**config.mk**
```make
export PLATFORM = sky130hd
export DESIGN_NAME = memram_arbiter
export DESIGN_NICKNAME = d
export VERILOG_FILES = /design/src/rtl/memram_arbiter_pkg.sv /design/src/rtl/memram_arbiter_memram.sv /design/src/rtl/memram_arbiter.sv
export SDC_FILE = /design/constraint.sdc
export NUM_CORES = 1
export LEC_CHECK = 0
export ABC_AREA = 1
export CAP_MARGIN = 20
export CORE_UTILIZATION = 45
export DETAILED_ROUTE_END_ITERATION = 6
export PLACE_DENSITY_LB_ADDON = 0.15
export SLEW_MARGIN = 15
export SYNTH_ARGS = -nofsm -noshare
export SYNTH_HDL_FRONTEND = slang
export SYNTH_SLANG_ARGS = --single-unit
export TNS_END_PERCENT = 1
```
**constraint.sdc**
```tcl
create_clock -name clk -period 2.7 [get_ports clk]
set_clock_uncertainty 0.1 [all_clocks]
set_input_delay 0.54 -clock clk [delete_from_list [all_inputs] [get_ports clk]]
set_output_delay 0.54 -clock clk [all_outputs]
set_load 0.05 [all_outputs]
```
**src/rtl/memram_arbiter_pkg.sv**
```systemverilog
// Shared constants for memram controllers: FSM state encoding and the
// round-robin pick used to choose between two requesters.
package memram_arbiter_pkg;

    typedef enum logic [1:0] {
        ST_IDLE   = 2'd0,
        ST_ACCESS = 2'd1,
        ST_RESP   = 2'd2
    } memram_state_e;

    // Reset value of last_grant: requester 0 wins the first contention.
    localparam logic LAST_GRANT_RST = 1'b1;

    // Returns the id to grant; only meaningful when at least one valid is set.
    function automatic logic rr_pick(input logic v0, input logic v1, input logic last);
        if (v0 && v1) begin
            return ~last;
        end
        return v1;
    endfunction

endpackage

```
**src/rtl/memram_arbiter_memram.sv**
```systemverilog
// Single-port RAM: synchronous write, asynchronous read. Contents are never
// reset so data survives an arbiter reset.
module memram #(
    parameter int address_length = 6,
    parameter int data_length    = 8
) (
    input  logic                      clk,
    input  logic                      we,
    input  logic [address_length-1:0] addr,
    input  logic [data_length-1:0]    wdata,
    output logic [data_length-1:0]    rdata
);

    logic [data_length-1:0] mem [2**address_length];

    always_ff @(posedge clk) begin
        if (we) begin
            mem[addr] <= wdata;
        end
    end

    assign rdata = mem[addr];

endmodule

```
**src/rtl/memram_arbiter.sv**
```systemverilog
// Two-requester round-robin arbiter in front of a single memram instance.
// Each accepted access runs IDLE -> ACCESS -> RESP; done pulses in RESP.
//
// state  | meaning
// IDLE   | waiting for a handshake; ready offered to the granted requester
// ACCESS | captured address drives the RAM; write strobed here only
// RESP   | done pulse to the granted requester; read data now registered
module memram_arbiter
    import memram_arbiter_pkg::*;
#(
    parameter int address_length = 6,
    parameter int data_length    = 8
) (
    input  logic                      clk,
    input  logic                      rst_n,
    input  logic                      req0_valid,
    input  logic                      req0_wren,
    input  logic [address_length-1:0] req0_addr,
    input  logic [data_length-1:0]    req0_wdata,
    output logic                      req0_ready,
    output logic                      req0_done,
    output logic [data_length-1:0]    req0_rdata,
    input  logic                      req1_valid,
    input  logic                      req1_wren,
    input  logic [address_length-1:0] req1_addr,
    input  logic [data_length-1:0]    req1_wdata,
    output logic                      req1_ready,
    output logic                      req1_done,
    output logic [data_length-1:0]    req1_rdata,
    output logic                      busy
);

    memram_state_e             state_q, state_d;
    logic                      last_grant_q, last_grant_d;
    logic                      grant_q, grant_d;
    logic                      wren_q, wren_d;
    logic [address_length-1:0] addr_q, addr_d;
    logic [data_length-1:0]    wdata_q, wdata_d;
    logic [data_length-1:0]    rdata0_q, rdata0_d;
    logic [data_length-1:0]    rdata1_q, rdata1_d;

    logic                      grant_id;
    logic                      handshake;
    logic                      ram_we;
    logic [data_length-1:0]    ram_rdata;

    always_comb begin
        grant_id   = rr_pick(req0_valid, req1_valid, last_grant_q);
        req0_ready = (state_q == ST_IDLE) && req0_valid && !grant_id;
        req1_ready = (state_q == ST_IDLE) && req1_valid && grant_id;
        handshake  = req0_ready || req1_ready;

        state_d      = state_q;
        last_grant_d = last_grant_q;
        grant_d      = grant_q;
        wren_d       = wren_q;
        addr_d       = addr_q;
        wdata_d      = wdata_q;
        rdata0_d     = rdata0_q;
        rdata1_d     = rdata1_q;

        case (state_q)
            ST_IDLE: begin
                if (handshake) begin
                    state_d      = ST_ACCESS;
                    grant_d      = grant_id;
                    last_grant_d = grant_id;
                    wren_d       = grant_id ? req1_wren  : req0_wren;
                    addr_d       = grant_id ? req1_addr  : req0_addr;
                    wdata_d      = grant_id ? req1_wdata : req0_wdata;
                end
            end
            ST_ACCESS: begin
                state_d = ST_RESP;
                if (!wren_q) begin
                    if (grant_q) begin
                        rdata1_d = ram_rdata;
                    end else begin
                        rdata0_d = ram_rdata;
                    end
                end
            end
            ST_RESP: begin
                state_d = ST_IDLE;
            end
            default: begin
                state_d = ST_IDLE;
            end
        endcase
    end

    always_ff @(posedge clk or negedge rst_n) begin
        if (!rst_n) begin
            state_q      <= ST_IDLE;
            last_grant_q <= LAST_GRANT_RST;
            grant_q      <= 1'b0;
            wren_q       <= 1'b0;
            addr_q       <= '0;
            wdata_q      <= '0;
            rdata0_q     <= '0;
            rdata1_q     <= '0;
        end else begin
            state_q      <= state_d;
            last_grant_q <= last_grant_d;
            grant_q      <= grant_d;
            wren_q       <= wren_d;
            addr_q       <= addr_d;
            wdata_q      <= wdata_d;
            rdata0_q     <= rdata0_d;
            rdata1_q     <= rdata1_d;
        end
    end

    // Reset forces state to IDLE asynchronously, which kills a pending write.
    assign ram_we     = wren_q && (state_q == ST_ACCESS);
    assign req0_done  = (state_q == ST_RESP) && !grant_q;
    assign req1_done  = (state_q == ST_RESP) && grant_q;
    assign req0_rdata = rdata0_q;
    assign req1_rdata = rdata1_q;
    assign busy       = (state_q != ST_IDLE);

    memram #(
        .address_length(address_length),
        .data_length   (data_length)
    ) u_memram (
        .clk  (clk),
        .we   (ram_we),
        .addr (addr_q),
        .wdata(wdata_q),
        .rdata(ram_rdata)
    );

endmodule

```
* Word level (Yosys, flattened, before mapping)
Memory sizes are Yosys's and may differ from the RTL's.
Cells that the tools add are included.
** Operators by class
- Bitwise logic cells :: 3
- Muxes and demuxes :: 10
- Reductions and logical operators :: 16
- Eq/ne operators :: 3
** Operators with widths (number)
- $logic_and A1 B1 Y1 :: 8
- $mux W8 :: 1
- $mux W1 :: 6
- $mux W6 :: 1
- $reduce_and A3 Y1 :: 2
- $pmux W2 S2 :: 1
- $not A1 Y1 :: 3
- $eq A2 B1 Y1 const B :: 1
- $eq A2 B2 Y1 const B :: 1
- $logic_not A1 Y1 :: 2
- $logic_not A2 Y1 :: 1
- $mux W2 :: 1
- $ne A2 B2 Y1 const B :: 1
- $reduce_and A2 Y1 :: 1
- $reduce_bool A2 Y1 :: 1
- $logic_or A1 B1 Y1 :: 1
** Storage, ports and cells
- Bits in registers :: 35
- Memories kept :: 1
- Bits in writable memories :: 512
** Memory list
- u_memram.mem :: depth 64, width 8, read ports 1, clocked after Yosys merged registers in 0, write ports 1, RTL line memram_arbiter_memram.sv:14 : logic [data_length-1:0] mem [2**address_length];

* Longest topological paths before layout
Gate-level depths: netlist of the first run.
- Depth after elaboration :: 8
- Mapped depth :: 13

* Cells and area by module
A second synthesis of the first run with hierarchy kept.
** Second synthesis, totals
- Cell total of the unflattened synthesis :: 2371
- Area, all modules :: 23638.9 um^2
** By module, submodules not included
- memram :: area each 21884.7 um^2, seq. area each 15374.7 um^2, cells an instance 2159, times used 1
- memram_arbiter :: area each 1754.2 um^2, seq. area each 877.1 um^2, cells an instance 212, times used 1

* Least setup slack after synthesis of the first run
No wires, ideal clock.
- Path kind :: reg2reg
- Start point :: register state_q[0]
- End point :: register addr_q[0]
- Data required time :: 2.518 ns
- Setup time :: 0.082 ns
- Slack :: 0.283 ns
- Arrival :: 2.236 ns
- Cell stages (with the launch flop) :: 9
- Path through :: dfrtp_1 -> nor2_1 -> inv_1 -> nor2_1 -> inv_1 -> nand2_1 -> clkbuf_1 -> nor2_1 -> a31oi_1
** Between the ends
- Cells in the longest elaborated chain, start to end :: 5
- Elaborated cells on any way between the ends :: 7
- Classes of those cells :: reduce/logical (7)
** Ends and longest elaborated chain
- start, declared :: RTL line memram_arbiter.sv:33 : memram_state_e state_q, state_d;
- start signal, assigned :: RTL line memram_arbiter.sv:103 : state_q <= state_d;
- $logic_not A2 Y1 :: RTL line memram_arbiter.sv:50 : req1_ready = (state_q == ST_IDLE) && req1_valid && grant_id;
- $logic_and A1 B1 Y1 (2 in a row) :: RTL line memram_arbiter.sv:50
- via req1_ready :: RTL line memram_arbiter.sv:27 : output logic req1_ready,
- $logic_or A1 B1 Y1 :: RTL line memram_arbiter.sv:51 : handshake = req0_ready || req1_ready;
- $reduce_and A2 Y1 (no line)
- end signal, assigned :: RTL line memram_arbiter.sv:107 : addr_q <= addr_d;
- end, declared :: RTL line memram_arbiter.sv:37 : logic [address_length-1:0] addr_q, addr_d;
The timed path passes the listed nets, and every way through them passes these cells.
A chain may end at the register's enable or synchronous reset.

* Final worst setup path of the first run
- Start point :: register addr_q[0]
- End point :: register rdata0_q[1] (netlist: req0_rdata[1])
** Between the ends
- Cells in the longest elaborated chain, start to end :: 1
** Ends and longest elaborated chain
- $mem_v2 Z64 W8
- end signal, assigned :: RTL line memram_arbiter.sv:109 : rdata0_q <= rdata0_d;
- end, declared :: RTL line memram_arbiter.sv:39 : logic [data_length-1:0] rdata0_q, rdata0_d;
Every way passes these cells.

==> results.json, run 1 <==
{
  "cp-start-kind": "flip-flop",
  "portBuffers": 54,
  "cts_inserted_buffers": 57,
  "period_minus_slack_ps": 2570,
  "p_leak_uw": 0.0123,
  "rsz0062_at_grt": "false",
  "holdWs_ps": 247,
  "drc": 0,
  "reg2reg_to": "req0_rdata[1]",
  "drt_iter0_markers": 1341,
  "path_class": "reg2reg",
  "final_nets": 2563,
  "clk_latency_ps": 620,
  "ctsRootBufferMaster": "clkbuf_16",
  "fillers": 4562,
  "grt.total_usage": 0.235,
  "drive_gt1_frac": 0.109,
  "cap_violations": 0,
  "path_clk_slew_ps": 60,
  "num_rows": 83,
  "postCtsHoldBufs": 0,
  "max-clock-path-buffers": 3,
  "setup_tns_ps": 0,
  "cts_tree": "done",
  "first_global_vias": 15928,
  "finalMaxSlewViolations": 0,
  "ys_types": 22,
  "cp-end-kind": "flip-flop",
  "p_per_area_nw_per_um2": 1030,
  "fp.dieW_um": 232,
  "status": "complete, no violations",
  "h-tree-depth": 2,
  "initial_core_util": 0.458,
  "tightest_slew_ps": 897,
  "fin_crit_sh": 0.950,
  "drtAntennaViolNets": 0,
  "grt_pass1_wl_um": 93900,
  "setup_viol": 0,
  "reg2reg_slack_ps": 130,
  "hp-class": "in2async",
  "ff2ff_path_depth": 11,
  "hold_viol": 0,
  "final_cell_mix": "727 x nand2_1, 512 x edfxtp_1, 485 x inv_1, 248 x nand3_1, 140 x buf_4",
  "ys_ff_latch": 547,
  "grt_overflow": 0,
  "fmax_mhz": 390,
  "yosysSeqAreaShare": 0.685,
  "ys_warn_count": 0,
  "syn_to_final_growth_pct": 17.3,
  "dieArea_um2": 53600,
  "dieHeight_um": 232,
  "place_congestion": 0.862,
  "ir_drop_v": 0.000791,
  "synthCells": 2350,
  "wl_um": 61500,
  "critPathMaxFanout": 23,
  "hpwlAfterDp_um": 39100,
  "syn_nets": 2384,
  "ctsResizeCount": 2,
  "antenna_cells": 0,
  "cp-startpoint": "addr_q[0]",
  "core_area_um2": 51700,
  "cts_setup_buffers": 0,
  "viasPerCell": 4.93,
  "wire_per_inst_um": 18.9,
  "syn-cell-area_um2": 23700,
  "r2r_start": "addr_q[0]",
  "cts.sinks": 547,
  "arrival_ps": 2980,
  "post-route-util": 0.538,
  "synth_area_per_cell_um2": 10.1,
  "grt_max_degree": 70,
  "layout_commonest_cell": "nand2_1",
  "ioPinCount": 55,
  "slew_headroom": 0.402,
  "antenna_found_initial": 0,
  "firstDrtPassIters": 6,
  "via_count": 16052,
  "required_ps": 3110
}
-- final cells by class --
class | count | area, um^2 | area share
sequential | 547 | 16300 | 0.585
multi-input combinational | 1226 | 5180 | 0.186
timing repair buffer | 210 | 1930 | 0.0695
inverter | 487 | 1830 | 0.0659
clock buffer | 84 | 1570 | 0.0564
tap | 680 | 851 | 0.0306
clock inverter | 22 | 188 | 0.00675
-- state kept, by name, indices dropped and copies added (netlist names) --
signal,cells
req1_rdata,8
wren_q,1
last_grant_q,1
req0_rdata,8
grant_q,1
wdata_q,8
addr_q,6
state_q,2
u_memram.mem,512
-- routing by layer --
metal / part of all wire / wire, um / vias up / track usage
li1: - / - / 7803 / -
met1: 0.43 / 26700 / 7741 / 0.315
met2: 0.48 / 29800 / 415 / 0.392
met3: 0.055 / 3410 / 93 / 0.0385
met4: 0.026 / 1570 / 0 / 0.0713
met5: 0 / 0 / - / 0
-- cells in the mapped netlist (all sizes together) --
master | instances | area [um^2]
nand3 | 248 | 1240
nor2 | 122 | 460
inv | 487 | 1830
a21oi | 1 | 5.00
dfrtp | 34 | 851
o21ai | 64 | 320
or2 | 32 | 200
clkbuf | 11 | 41.3
nand2 | 728 | 2740
nor3 | 8 | 40.0
o211ai | 8 | 60.1
dfstp | 1 | 26.3
buf | 79 | 433
edfxtp | 512 | 15400
a31oi | 15 | 93.8
-- per-stage QoR --
step                instance area [um^2]  std cells  power [uW]  setup slack, ps
floorplan                          23700       2350       16800              283
global placement                   26100       3150       21300              186
detailed placement                 26100       3150       21300              183
CTS                                27800       3256       28800             88.2
global route                       27800       3256       30000             2.15
finish                             27800       3256       28600              135
-- cells by family (layout without fill, tap and decap cells) --
kind of cell           after synthesis  in the layout  synth area share
flip-flops                         547            547             0.685
buffers and inverters              577            803            0.0971
AO/OA/AOI/OAI                       88             88            0.0202
AND/OR/NAND/NOR                   1138           1138             0.197
-- worst max-delay path by stage --
stage	to	slack, ps	cells past startpoint
2_1_floorplan	addr_q[0]	280	8
3_3_place_gp	req1_rdata[7]	190	11
3_5_place_dp	req1_rdata[7]	180	11
4_1_cts	busy	90	3
5_1_grt	req0_rdata[1]	2	11
6_report	req0_rdata[1]	130	11
-- power by group --
group	leakage (uW)	total, uW	internal [uW]	switching [uW]
Clock	0.000858	7480	4290	3190
Combinational	0.00648	9610	2780	6820
Sequential	0.00499	11600	10800	750
Total	0.0123	28600	17900	10800
-- critical path, stage by stage (launching register included) --
cell and delay (ps):
dfrtp_4 510, inv_6 240, buf_4 260, nand2_1 60, nand3_1 80, nand2_1 60
o21ai_0 440, nand2_1 150, nor2_1 250, nand2_1 130, nand2_1 90, nand2_1 50
No activity file was read; power rests on OpenSTA's default activity.
==> run 2: changes to the inputs <==
--- a/config.mk
+++ b/config.mk
@@ -7,7 +7,7 @@
 export LEC_CHECK = 0
 export ABC_AREA = 1
 export CAP_MARGIN = 20
-export CORE_UTILIZATION = 45
+export CORE_UTILIZATION = 40
 export DETAILED_ROUTE_END_ITERATION = 6
 export PLACE_DENSITY_LB_ADDON = 0.15
 export SLEW_MARGIN = 15
==> results.json, run 2 (synthesis gave the netlist of run 1 again) <==
{
  "status": "complete, no violations",
  "via_count": 16019,
  "p_per_area_nw_per_um2": 1030,
  "regMostFlops": "u_memram.mem",
  "r2r_start": "addr_q[0]",
  "path_clk_slew_ps": 60,
  "drc": 0,
  "rsz0062_at_grt": "false",
  "h-tree-depth": 2,
  "period_minus_slack_ps": 2570,
  "fmax_mhz": 389,
  "finalMaxSlewViolations": 0,
  "reg2reg_to": "req1_rdata[6]",
  "grt_util_met2": 0.348,
  "num_rows": 88,
  "cp-end-kind": "output pin",
  "holdWs_ps": 245,
  "fin_crit_sh": 0.952,
  "fp.dieW_um": 245,
  "setup_tns_ps": 0,
  "max-clock-path-buffers": 3,
  "post-route-util": 0.482,
  "viasPerCell": 4.80,
  "cp_cell_sequence": "clkdlybuf4s50_1",
  "path_class": "reg2out",
  "p_leak_uw": 0.0124,
  "cp_top_family": "buffers and inverters",
  "slowest_delay_ps": 850,
  "slew_headroom": 0.426,
  "dieArea_um2": 60300,
  "grt_overflow": 0,
  "cap_violations": 0,
  "place_congestion": 0.835,
  "switching_power_uw": 10800,
  "hp-class": "in2async",
  "cts_inserted_buffers": 59,
  "path_buf_inv": 1,
  "syn_to_final_growth_pct": 18.2,
  "grt.total_usage": 0.211,
  "drt_iter0_markers": 1395,
  "critPathMaxFanout": 2,
  "cts_tree": "done",
  "drtAntennaViolNets": 0,
  "required_ps": 2060,
  "largest_reg_flops": 512,
  "antenna_cells": 0,
  "p_int_uw": 18000,
  "grtUsageMet1": 0.294,
  "p_seq_frac": 0.398,
  "core_area_um2": 58100,
  "clk_latency_ps": 630,
  "hpwlAfterDp_um": 39800,
  "dieHeight_um": 245,
  "ir_drop_v": 0.000860,
  "postCtsHoldBufs": 0,
  "hold_viol": 0,
  "first_global_vias": 15593,
  "initial_core_util": 0.408,
  "arrival_ps": 1930,
  "grt_max_degree": 78,
  "drive_gt1_frac": 0.112,
  "top_usage_layer": "met2",
  "use_met3": 0.0310,
  "setup_viol": 0,
  "final_nets": 2561,
  "final_cell_mix": "727 x nand2_1, 512 x edfxtp_1, 485 x inv_1, 248 x nand3_1, 135 x buf_4",
  "ioPinCount": 55,
  "cp-start-kind": "flip-flop",
  "clock_power_share": 0.271,
  "p_sw_frac": 0.375,
  "ff2ff_path_depth": 11,
  "tightest_slew_ps": 862,
  "ctsRootBufferMaster": "clkbuf_16",
  "wire_per_inst_um": 18.7,
  "cts.sinks": 547,
  "reg2reg_slack_ps": 160,
  "grt_pass1_wl_um": 95700,
  "layout_commonest_cell": "nand2_1",
  "antenna_found_initial": 0,
  "worst_path_max_delay_cell": "clkdlybuf4s50_1",
  "p_comb_frac": 0.331,
  "portBuffers": 54,
  "wl_um": 62500,
  "firstDrtPassIters": 6
}
run 2: how the worst max path moves through the flow:
stage | startpoint | to | depth (start not counted)
3_3_place_gp | req0_valid | addr_q[0] | 9
2_1_floorplan | state_q[0] | addr_q[0] | 8
6_report | req0_rdata[2] | req0_rdata[2] | 1
5_1_grt | addr_q[0] | req1_rdata[6] | 11
4_1_cts | state_q[0] | busy | 3
3_5_place_dp | addr_q[0] | req0_rdata[0] | 12
run 2: final cells by class:
cell class | instances | area (um^2)
Clock buffer | 72 | 1560
Timing Repair Buffer | 206 | 1910
Tap cell | 765 | 957
Clock inverter | 36 | 319
Fill cell | 5415 | 30100
Inverter | 487 | 1830
Multi-Input combinational cell | 1226 | 5180
Sequential cell | 547 | 16300
run 2: layer usage:
metal  vias up  share of wire
met5         -              0
met4         0          0.018
met3        75          0.050
met2       385           0.48
met1      7766           0.45
li1       7793              -
run 2: metrics by stage:
| stage | std cells | setup WS (ps) | power [uW] | area [um^2] |
|---|---|---|---|---|
| after CTS | 3339 | 53.0 | 29100 | 28000 |
| final | 3339 | 130 | 28900 | 28000 |
| after global routing | 3339 | 11.3 | 30300 | 28000 |
| after detailed placement | 3231 | 157 | 21300 | 26100 |
| after global placement | 3231 | 113 | 21300 | 26100 |
| after floorplan | 2350 | 283 | 16800 | 23700 |
run 2: power groups by stage:
| stage | sequential [uW] | clock, uW | combinational (uW) |
|---|---|---|---|
| 6_report | 11500 | 7830 | 9540 |
| 2_1_floorplan | 12000 | 0 | 4800 |
| 4_1_cts | 11500 | 7980 | 9620 |
| 3_5_place_dp | 11700 | 0 | 9610 |
| 3_3_place_gp | 11700 | 0 | 9590 |
| 5_1_grt | 11600 | 8310 | 10500 |
run 2: what timing repair did:
item                                    CTS  global route
resized for setup                         2             2
buffers inserted                          0             0
pin swaps                                 0             0
hold endpoints to repair                  0             0
endpoints found under the setup margin    2             3
